## src/rtl/hamming74_decoder.sv

```systemverilog
// Hamming(7,4) decoder: syndrome, single-bit correction, nibble extract, display counters.
// Latency: 2 cycles accept-to-out_valid, 1 word/cycle when out_ready stays high.
// Backpressure: stalls via valid/ready; in_ready drops only when both stages are full and output is stalled.
module hamming74_decoder #(
    parameter int CNT_W = 16
) (
    input  logic             clk,
    input  logic             rst_n,
    input  logic [7:1]       in_codeword,
    input  logic             in_valid,
    output logic             in_ready,
    output logic [3:0]       out_data,
    output logic [2:0]       out_syndrome,
    output logic             out_corrected,
    output logic             out_valid,
    input  logic             out_ready,
    input  logic             clear_counts,
    output logic [CNT_W-1:0] word_count,
    output logic [CNT_W-1:0] corr_count
);

    logic             v1, v2;
    logic [7:1]       cw1;
    logic [2:0]       syn1;
    logic [2:0]       syn_in;
    logic [7:1]       fixed;
    logic             adv1, adv2, out_hs;
    logic [CNT_W-1:0] cnt_max;

    assign cnt_max  = {CNT_W{1'b1}};
    assign adv2     = !v2 || out_ready;
    assign adv1     = !v1 || adv2;
    assign in_ready = adv1;
    assign out_valid = v2;
    assign out_hs   = v2 && out_ready;

    always_comb begin
        syn_in[0] = in_codeword[1] ^ in_codeword[3] ^ in_codeword[5] ^ in_codeword[7];
        syn_in[1] = in_codeword[2] ^ in_codeword[3] ^ in_codeword[6] ^ in_codeword[7];
        syn_in[2] = in_codeword[4] ^ in_codeword[5] ^ in_codeword[6] ^ in_codeword[7];
    end

    // The syndrome names the flipped position directly; zero matches no bit.
    always_comb begin
        fixed = cw1;
        for (int i = 1; i <= 7; i++) begin
            if (syn1 == 3'(i)) begin
                fixed[i] = ~cw1[i];
            end
        end
    end

    always_ff @(posedge clk) begin
        if (!rst_n) begin
            v1            <= 1'b0;
            v2            <= 1'b0;
            cw1           <= '0;
            syn1          <= '0;
            out_data      <= '0;
            out_syndrome  <= '0;
            out_corrected <= 1'b0;
        end else begin
            if (adv1) begin
                v1 <= in_valid;
                if (in_valid) begin
                    cw1  <= in_codeword;
                    syn1 <= syn_in;
                end
            end
            if (adv2) begin
                v2 <= v1;
                if (v1) begin
                    out_data      <= {fixed[7], fixed[6], fixed[5], fixed[3]};
                    out_syndrome  <= syn1;
                    out_corrected <= (syn1 != 3'd0);
                end
            end
        end
    end

    // Clear wins over a same-cycle increment; both counters stick at all-ones.
    always_ff @(posedge clk) begin
        if (!rst_n || clear_counts) begin
            word_count <= '0;
            corr_count <= '0;
        end else if (out_hs) begin
            if (word_count != cnt_max) begin
                word_count <= word_count + CNT_W'(1);
            end
            if (out_corrected && (corr_count != cnt_max)) begin
                corr_count <= corr_count + CNT_W'(1);
            end
        end
    end

endmodule

```

## config.mk

```make
export PLATFORM = sky130hd
export DESIGN_NAME = hamming74_decoder
export DESIGN_NICKNAME = d
export VERILOG_FILES = /design/src/rtl/hamming74_decoder.sv
export SDC_FILE = /design/constraint.sdc
export NUM_CORES = 1
export LEC_CHECK = 0
export CORE_MARGIN = 4
export CORE_UTILIZATION = 40
export DETAILED_ROUTE_END_ITERATION = 10
export PLACE_DENSITY_LB_ADDON = 0.15
export REMOVE_ABC_BUFFERS = 1
export SETUP_SLACK_MARGIN = 0.02
export SYNTH_ARGS = -nofsm -noshare
export SYNTH_HDL_FRONTEND = slang
export SYNTH_SLANG_ARGS = --single-unit
```

## constraint.sdc

```tcl
create_clock -name clk -period 2.3 [get_ports clk]
set_input_delay 0.46 -clock clk [delete_from_list [all_inputs] [get_ports clk]]
set_output_delay 0.46 -clock clk [all_outputs]
set_load 0.1 [all_outputs]
```

# Word-level counts from Yosys, hierarchy flattened

Index checks and enable logic that the tools add are counted.

Bits in registers: 52
Output and inout bits: 42
Word-level logic and storage cells: 47

$add $sub $neg: 2
Equality and inequality tests: 6
Muxes and demuxes: 4
Bitwise logic cells: 13
Reduce and logical (&&, ||, !) cells: 13

Operator list:

| operator                                       | count |
|---|---|
| adder 16 x 1 -> 16 bit (second input constant) | 2 |
| != test 16 bit (second input constant)         | 2 |
| == test 3 bit (second input constant)          | 3 |
| XOR 1 bit                                      | 9 |
| AND reduction 2 bit                            | 4 |
| 2-to-1 mux 1 bit                               | 4 |
| NOT 1 bit                                      | 4 |
| == test 3 x 2 -> 1 bit (second input constant) | 1 |
| zero test 1 bit                                | 3 |
| logical OR 1 bit                               | 3 |
| nonzero test 3 bit                             | 1 |
| logical AND 1 bit                              | 2 |

# Logic depth before layout (Yosys ltp)

Gate-level depths: netlist of run 1.

Word-level depth: 4
Gate-level depth with buffers: 6

# Worst setup path after synthesis of run 1

Ideal clock, no wire load.

Path type: register to register
From: register corr_count[1]
To: register corr_count[10]
Setup time: 0.070 ns
Arrival time: 2.402 ns
Slack: -0.172 ns
Stages on the path, launching flop included: 6
Path buffers: 0
Cells stage by stage: dfxtp_1 -> ha_1 -> nand4_1 -> nor2_1 -> or4b_2 -> a21oi_1

Longest elaborated chain between the ends: 3
Elaborated cells on any way between the ends: 4
Classes of those cells: add/sub: 1; eq/ne: 1; reduce/logical: 2

Ends and longest elaborated chain:

| item                                                                           | line | RTL |
|---|---|---|
| from (decl)                                                                    | 19   | `output logic [CNT_W-1:0] corr_count` |
| from (signal assigned)                                                         | 91   | `corr_count <= corr_count + CNT_W'(1);` |
| parallel branches: the longest is 3 deep, another holds adder 16 x 1 -> 16 bit | -    |  |

Parallel ways; which one is timed is not known.
A chain may end at the register's enable or synchronous reset.

# Worst setup path after layout of run 1

From: input out_ready
To: output in_ready

Longest elaborated chain between the ends: 2

Ends and longest elaborated chain:

| item             | line | RTL |
|---|---|---|
| from (decl)      | 16   | `input logic out_ready,` |
| logical OR 1 bit | 31   | `assign adv2 = !v2 \|\| out_ready;` |
| logical OR 1 bit | 32   | `assign adv1 = !v1 \|\| adv2;` |
| to (decl)        | 11   | `output logic in_ready,` |

No other way between the ends.

==> results.json, run 1 <==
{
  "drive_gt1_share_pct": 20.35,
  "layout_worst_path_cycle_share_pct": 95.36,
  "routed_wl_um": 5934,
  "dieArea_sq_mm": 0.007482,
  "worstSkewPairLatency_ps": 300,
  "path_class": "in -> out",
  "required_ps": 1840,
  "clk_path_buf_depth": 2,
  "synth_cell_type_count": 43,
  "power.leakage_nw": 1.216,
  "syn-cell-area_sq_mm": 0.002465,
  "die_w_um": 86.50,
  "power_frac_seq_pct": 53.9,
  "drc_errors": 0,
  "antenna_found_initial": 0,
  "dr.pass1.iters": 5,
  "start_kind": "primary input",
  "core_sq_mm": 0.005956,
  "worst_slack_ps": 106.8,
  "cts_root_buf": "clkbuf_8",
  "initial_core_util_pct": 41.39,
  "period_needed_ps": 2193,
  "crit_arrival_ps": 1730,
  "io_pins": 54,
  "swShare_pct": 27.64,
  "post-cts-setup-buffer-count": 0,
  "cts_resized": 0,
  "htree_levels": 2,
  "pre_cts_ws_ps": -71.01,
  "grt_pass1_vias": 2125,
  "crit_path_max_fanout": 5,
  "avgSynthCellArea_sq_um": 8.741,
  "clk_pin_slew_ps": 100,
  "cp-end-kind": "output port",
  "p_per_area_mw_per_mm2": 525.7,
  "grt_pass1_wl_um": 9956,
  "syn2layout_area_growth_pct": 27.56,
  "tightest_slew_ps": 658.3,
  "fin_skew_ps": 12.37,
  "slew_violations": 0,
  "grt_max_degree": 25,
  "yosysSeqAreaShare_pct": 39.80,
  "relSlewSlack_pct": 55.75,
  "drv_cap": 0,
  "dp_hpwl_um": 4334,
  "numCtsBuffers": 5,
  "wl_per_cell_um": 14.16,
  "synth_ff_type": "dfxtp_1",
  "clkPwrFrac_pct": 33.4,
  "ant_nets": 0,
  "grt_overflow": 0,
  "route.vias.total": 2362,
  "synth_seq_cells": 49,
  "gp_congestion": 0.7798,
  "final_area_sq_mm": 0.003144,
  "synthCells": 282,
  "rows": 28,
  "diodes": 0,
  "port_buffers": 53,
  "layout_common_cells": "buf_4 (53), dfxtp_1 (49), nand2_1 (24)",
  "irDropWorstVdd_mv": 0.2525,
  "layout_commonest_cell": "buf_4",
  "switching_power_w": 0.0004568,
  "drt_iter0_drc": 125,
  "holdBufCountCts": 0,
  "max_freq_mhz": 456.0,
  "yosysWarnings": 0,
  "finalNonFillerCells": 419,
  "hold_viol": 0,
  "async_flop_share_pct": 0,
  "placed_cells": 411,
  "holdCritPathClass": "reg -> reg",
  "clock_sinks": 49,
  "via_per_inst": 5.637,
  "status": "finished clean",
  "track_usage_pct": 16.33,
  "p_int_w": 0.001196,
  "grt_setup_unrepaired": "no",
  "cts_tree": "built",
  "finalSetupViolations": 0,
  "finalNetCount": 357,
  "synth_edf_count": 0,
  "die_y_um": 86.50,
  "placed_cell_area_sq_mm": 0.003044,
  "combPwrFrac_pct": 12.6
}
-- sequential cells by signal, summed over array words and instances (netlist names) --
register / flops
corr_count: 16
cw1: 4
out_corrected: 1
out_data: 4
out_syndrome: 3
out_valid: 1
syn1: 3
v1: 1
word_count: 16
-- worst paths after layout --
kind | start | slack [ps] | depth (start not counted) | end
worst max-delay path | out_ready | 110 | 5 | in_ready
worst min-delay path | out_data[2]$_SDFFE_PN0P_ | 510 | 1 | out_data[2]$_SDFFE_PN0P_
worst max register to register | corr_count[0]$_SDFFE_PP0P_ | 460 | 5 | corr_count[5]$_SDFFE_PP0P_
worst min register to register | out_data[2]$_SDFFE_PN0P_ | 510 | 1 | out_data[2]$_SDFFE_PN0P_
-- Yosys cell counts, drive strengths merged (2+ instances only) --
library cell / count / area, sq um
or3: 16 / 100.1
and3: 5 / 31.28
mux2i: 9 / 90.09
dfxtp: 49 / 980.9
clkbuf: 10 / 37.54
inv: 6 / 22.52
xnor2: 7 / 61.31
nor2b: 10 / 62.56
o211a: 7 / 70.07
o211ai: 2 / 15.01
or4: 3 / 22.52
o41ai: 5 / 43.79
nand4: 15 / 93.84
o31ai: 4 / 30.03
nor4: 5 / 43.79
a21oi: 19 / 98.85
a311oi: 2 / 17.52
a31oi: 5 / 31.28
ha: 2 / 25.02
and4: 10 / 87.58
nor2: 10 / 37.54
nand2b: 4 / 25.02
nor3: 6 / 30.03
a211oi: 2 / 15.01
xor2: 2 / 17.52
o311ai: 3 / 26.28
a41o: 3 / 30.03
o21ai: 15 / 75.07
nand3: 10 / 60.06
nand2: 24 / 90.09
and2: 3 / 18.77
-- cell families (layout without fill, tap and decap cells) --
| kind of cell | Yosys count | count (layout) | share of synthesized area, % |
|---|---|---|---|
| xor+xnor | 9 | 9 | 3.198 |
| mux | 9 | 9 | 3.655 |
| flops | 49 | 49 | 39.80 |
| buf+inv | 17 | 79 | 2.639 |
| compound gates | 72 | 72 | 20.10 |
| fa+ha+maj | 2 | 2 | 1.015 |
| simple gates | 124 | 124 | 29.59 |
-- power groups by stage --
| stage | Combinational (W) | Clock, W | Sequential (W) |
|---|---|---|---|
| final | 0.000209 | 0.000552 | 0.000892 |
| after global routing | 0.000224 | 0.000605 | 0.000896 |
| after CTS | 0.000211 | 0.000579 | 0.000892 |
| after detailed placement | 0.000211 | 0 | 0.000911 |
| after global placement | 0.000210 | 0 | 0.000911 |
| after floorplan | 0.0000761 | 0 | 0.000974 |
-- critical path, stage by stage --
cell and delay (ps):
clkdlybuf4s50_1 570, buf_4 150, and2b_1 220, nand2_1 150, buf_12 190
-- layer usage --
layer / vias to the layer above / part of all wire (%) / wire length, um / track usage (%)
met3: 2 / 5.3 / 314 / 3.422
met1: 1100 / 47 / 2763 / 21.89
met5: - / 0 / 0 / 0
met2: 56 / 48 / 2826 / 26.84
met4: 0 / 0.49 / 29 / 3.966
li1: 1204 / - / - / -
-- through the flow --
step	TNS [ps]	hold WS [ps]	power, W	utilization [%]
3_3_place_gp	-79.18	483.5	0.001121	51.11
6_report	0	505.5	0.001653	52.79
2_1_floorplan	-995.3	491.9	0.001051	-
4_1_cts	0	511.6	0.001682	52.79
5_1_grt	0	531.1	0.001725	52.79
3_5_place_dp	-162.3	487.4	0.001122	51.11
-- final cells by class --
class | count | area, sq um
Clock inverter | 2 | 17.52
Inverter | 6 | 22.52
Tap cell | 75 | 93.84
Clock buffer | 6 | 82.58
Timing Repair Buffer | 65 | 528.0
Fill cell | 571 | 2811
Multi-Input combinational cell | 216 | 1419
Sequential cell | 49 | 980.9
No activity file was read; power rests on OpenSTA's default activity.
==> run 2: changes to the inputs <==
--- a/config.mk
+++ b/config.mk
@@ -7,6 +7,7 @@
 export LEC_CHECK = 0
 export CORE_MARGIN = 4
 export CORE_UTILIZATION = 40
+export CTS_CLUSTER_SIZE = 12
 export DETAILED_ROUTE_END_ITERATION = 10
 export PLACE_DENSITY_LB_ADDON = 0.15
 export REMOVE_ABC_BUFFERS = 1
==> results of run 2 <==
No change in the layout: final DEF, timing and power equal those of run 1.
==> run 3: changes to the inputs <==
--- a/config.mk
+++ b/config.mk
@@ -6,12 +6,13 @@
 export NUM_CORES = 1
 export LEC_CHECK = 0
 export CORE_MARGIN = 4
-export CORE_UTILIZATION = 40
+export CORE_UTILIZATION = 50
 export CTS_CLUSTER_SIZE = 12
 export DETAILED_ROUTE_END_ITERATION = 10
 export PLACE_DENSITY_LB_ADDON = 0.15
 export REMOVE_ABC_BUFFERS = 1
 export SETUP_SLACK_MARGIN = 0.02
+export SLEW_MARGIN = 0
 export SYNTH_ARGS = -nofsm -noshare
 export SYNTH_HDL_FRONTEND = slang
 export SYNTH_SLANG_ARGS = --single-unit
==> run 3 against run 2 <==
Net effect:
- largest power group unchanged
- die area fell by 18%
- clock power rose by 31%
- sequential share of layout area fell by 0.31 points
- non-clock buffer count rose by 1
- sequential power barely moved
- flip-flop and latch count did not move
- critical path type unchanged
- final cell count fell by 1.7%
- register-to-register slack barely moved
- via count rose by 0.30%
- largest cell class unchanged
==> results.json, run 3 (synthesis gave the netlist of run 1 again) <==
{
  "status": "finished clean",
  "cp-end-kind": "output port",
  "diodes": 0,
  "r2r.worst_path.cells": 5,
  "drt_iter0_drc": 100,
  "r2r-start": "corr_count[0]$_SDFFE_PP0P_",
  "clk_pin_slew_ps": 80,
  "wl_per_cell_um": 13.96,
  "power_frac_seq_pct": 48.9,
  "post-cts-setup-buffer-count": 0,
  "startpoint": "out_ready",
  "dp_hpwl_um": 4141,
  "clock_sinks": 49,
  "path_class": "in -> out",
  "p_int_w": 0.001379,
  "rows": 25,
  "period_needed_ps": 2171,
  "worstHoldStart": "out_data[3]$_SDFFE_PN0P_",
  "htree_levels": 2,
  "holdBufCountCts": 0,
  "drv_cap": 0,
  "die_y_um": 78.21,
  "swShare_pct": 24.43,
  "gp_congestion": 0.8231,
  "cpLargestDelayFamily": "buffers and inverters",
  "numCtsBuffers": 5,
  "hold_slack_ps": 510.9,
  "cp_cell_sequence": "clkdlybuf4s50_1, buf_4, and2b_1, nand2_1, buf_12",
  "finalNetCount": 358,
  "cts_root_buf": "clkbuf_8",
  "layout_common_cells": "buf_4 (54), dfxtp_1 (49), nand2_1 (24)",
  "drive_gt1_share_pct": 20.58,
  "grt_setup_unrepaired": "no",
  "cts_resized": 0,
  "track_usage_pct": 19.51,
  "irDropWorstVdd_mv": 0.3971,
  "switching_power_w": 0.0004458,
  "max_freq_mhz": 460.5,
  "largestRegisters": "corr_count x16, word_count x16",
  "grt_max_degree": 25,
  "routed_wl_um": 5752,
  "clkPwrFrac_pct": 39.6,
  "tightest_slew_ps": 608.5,
  "initial_core_util_pct": 51.84,
  "core_sq_mm": 0.004755,
  "grt_pass1_vias": 2163,
  "cp_slowest_stage_delay_ps": 530,
  "drc_errors": 0,
  "ant_nets": 0,
  "p_per_area_mw_per_mm2": 574.8,
  "via_per_inst": 5.750,
  "fin_skew_ps": 7.692,
  "die_w_um": 78.21,
  "port_buffers": 53,
  "layout_commonest_cell": "buf_4",
  "syn2layout_area_growth_pct": 28.83,
  "relSlewSlack_pct": 59.09,
  "dieArea_sq_mm": 0.006117,
  "finalSetupViolations": 0,
  "slowest_stage": "clkdlybuf4s50_1",
  "clk_path_buf_depth": 2,
  "hold_viol": 0,
  "combPwrFrac_pct": 11.5,
  "crit_path_max_fanout": 5,
  "holdCritPathClass": "reg -> reg",
  "slew_violations": 0,
  "antenna_found_initial": 0,
  "r2r_slack_ps": 450,
  "whs_endpoint": "out_data[3]$_SDFFE_PN0P_",
  "route.vias.total": 2369,
  "r2r-end": "corr_count[8]$_SDFFE_PP0P_",
  "io_pins": 54,
  "setup_tns_ps": 0,
  "cts_tree": "built",
  "layout_worst_path_cycle_share_pct": 94.41,
  "required_ps": 1840,
  "grt_pass1_wl_um": 9846,
  "crit_buf_inv": 3,
  "crit_arrival_ps": 1710,
  "grt_overflow": 0,
  "start_kind": "primary input",
  "hold_depth": 1,
  "worstSkewPairLatency_ps": 300,
  "power.leakage_nw": 1.236,
  "dr.pass1.iters": 4
}
[run 3: how the worst max path moves through the flow]
| stage | endpoint | slack, ps | cells after the start |
|---|---|---|---|
| after floorplan | corr_count[10]$_SDFFE_PP0P_ | -180 | 5 |
| after global placement | corr_count[9]$_SDFFE_PP0P_ | 50 | 5 |
| after detailed placement | corr_count[12]$_SDFFE_PP0P_ | 40 | 6 |
| after CTS | in_ready | 120 | 5 |
| after global routing | in_ready | 70 | 5 |
| final | in_ready | 130 | 5 |
[run 3: area by class of cell]
cell class / instances / area [sq um]
fillers: 410 / 1579
multi-input cells: 216 / 1419
flip-flops and latches: 49 / 980.9
repair buffers: 66 / 535.5
well taps: 67 / 83.83
clock buffers: 5 / 68.82
clock inverters: 3 / 65.06
inverters: 6 / 22.52
[run 3: power groups by stage]
stage / combinational [W] / sequential [W] / clock [W]
finish: 0.000211 / 0.000892 / 0.000722
global route: 0.000226 / 0.000895 / 0.000771
CTS: 0.000213 / 0.000892 / 0.000732
detailed placement: 0.000212 / 0.000911 / 0
global placement: 0.000211 / 0.000911 / 0
floorplan: 0.0000761 / 0.000974 / 0
[run 3: routing by layer]
metal,up-vias,track usage (%),part of all wire [%]
li1,1209,-,-
met1,1108,24.22,45
met5,-,0,0
met4,0,4.895,0.92
met2,46,33.82,49
met3,6,4.817,4.9
[run 3: metrics by stage]
step	util, %	power, W	cell area [sq um]	instances	setup WS (ps)
2_1_floorplan	-	0.001051	2422	271	-181.5
3_3_place_gp	63.97	0.001121	3042	404	54.78
3_5_place_dp	63.97	0.001123	3042	404	36.62
4_1_cts	66.79	0.001836	3176	412	120.4
5_1_grt	66.79	0.001892	3176	412	74.27
6_report	66.79	0.001825	3176	412	128.5
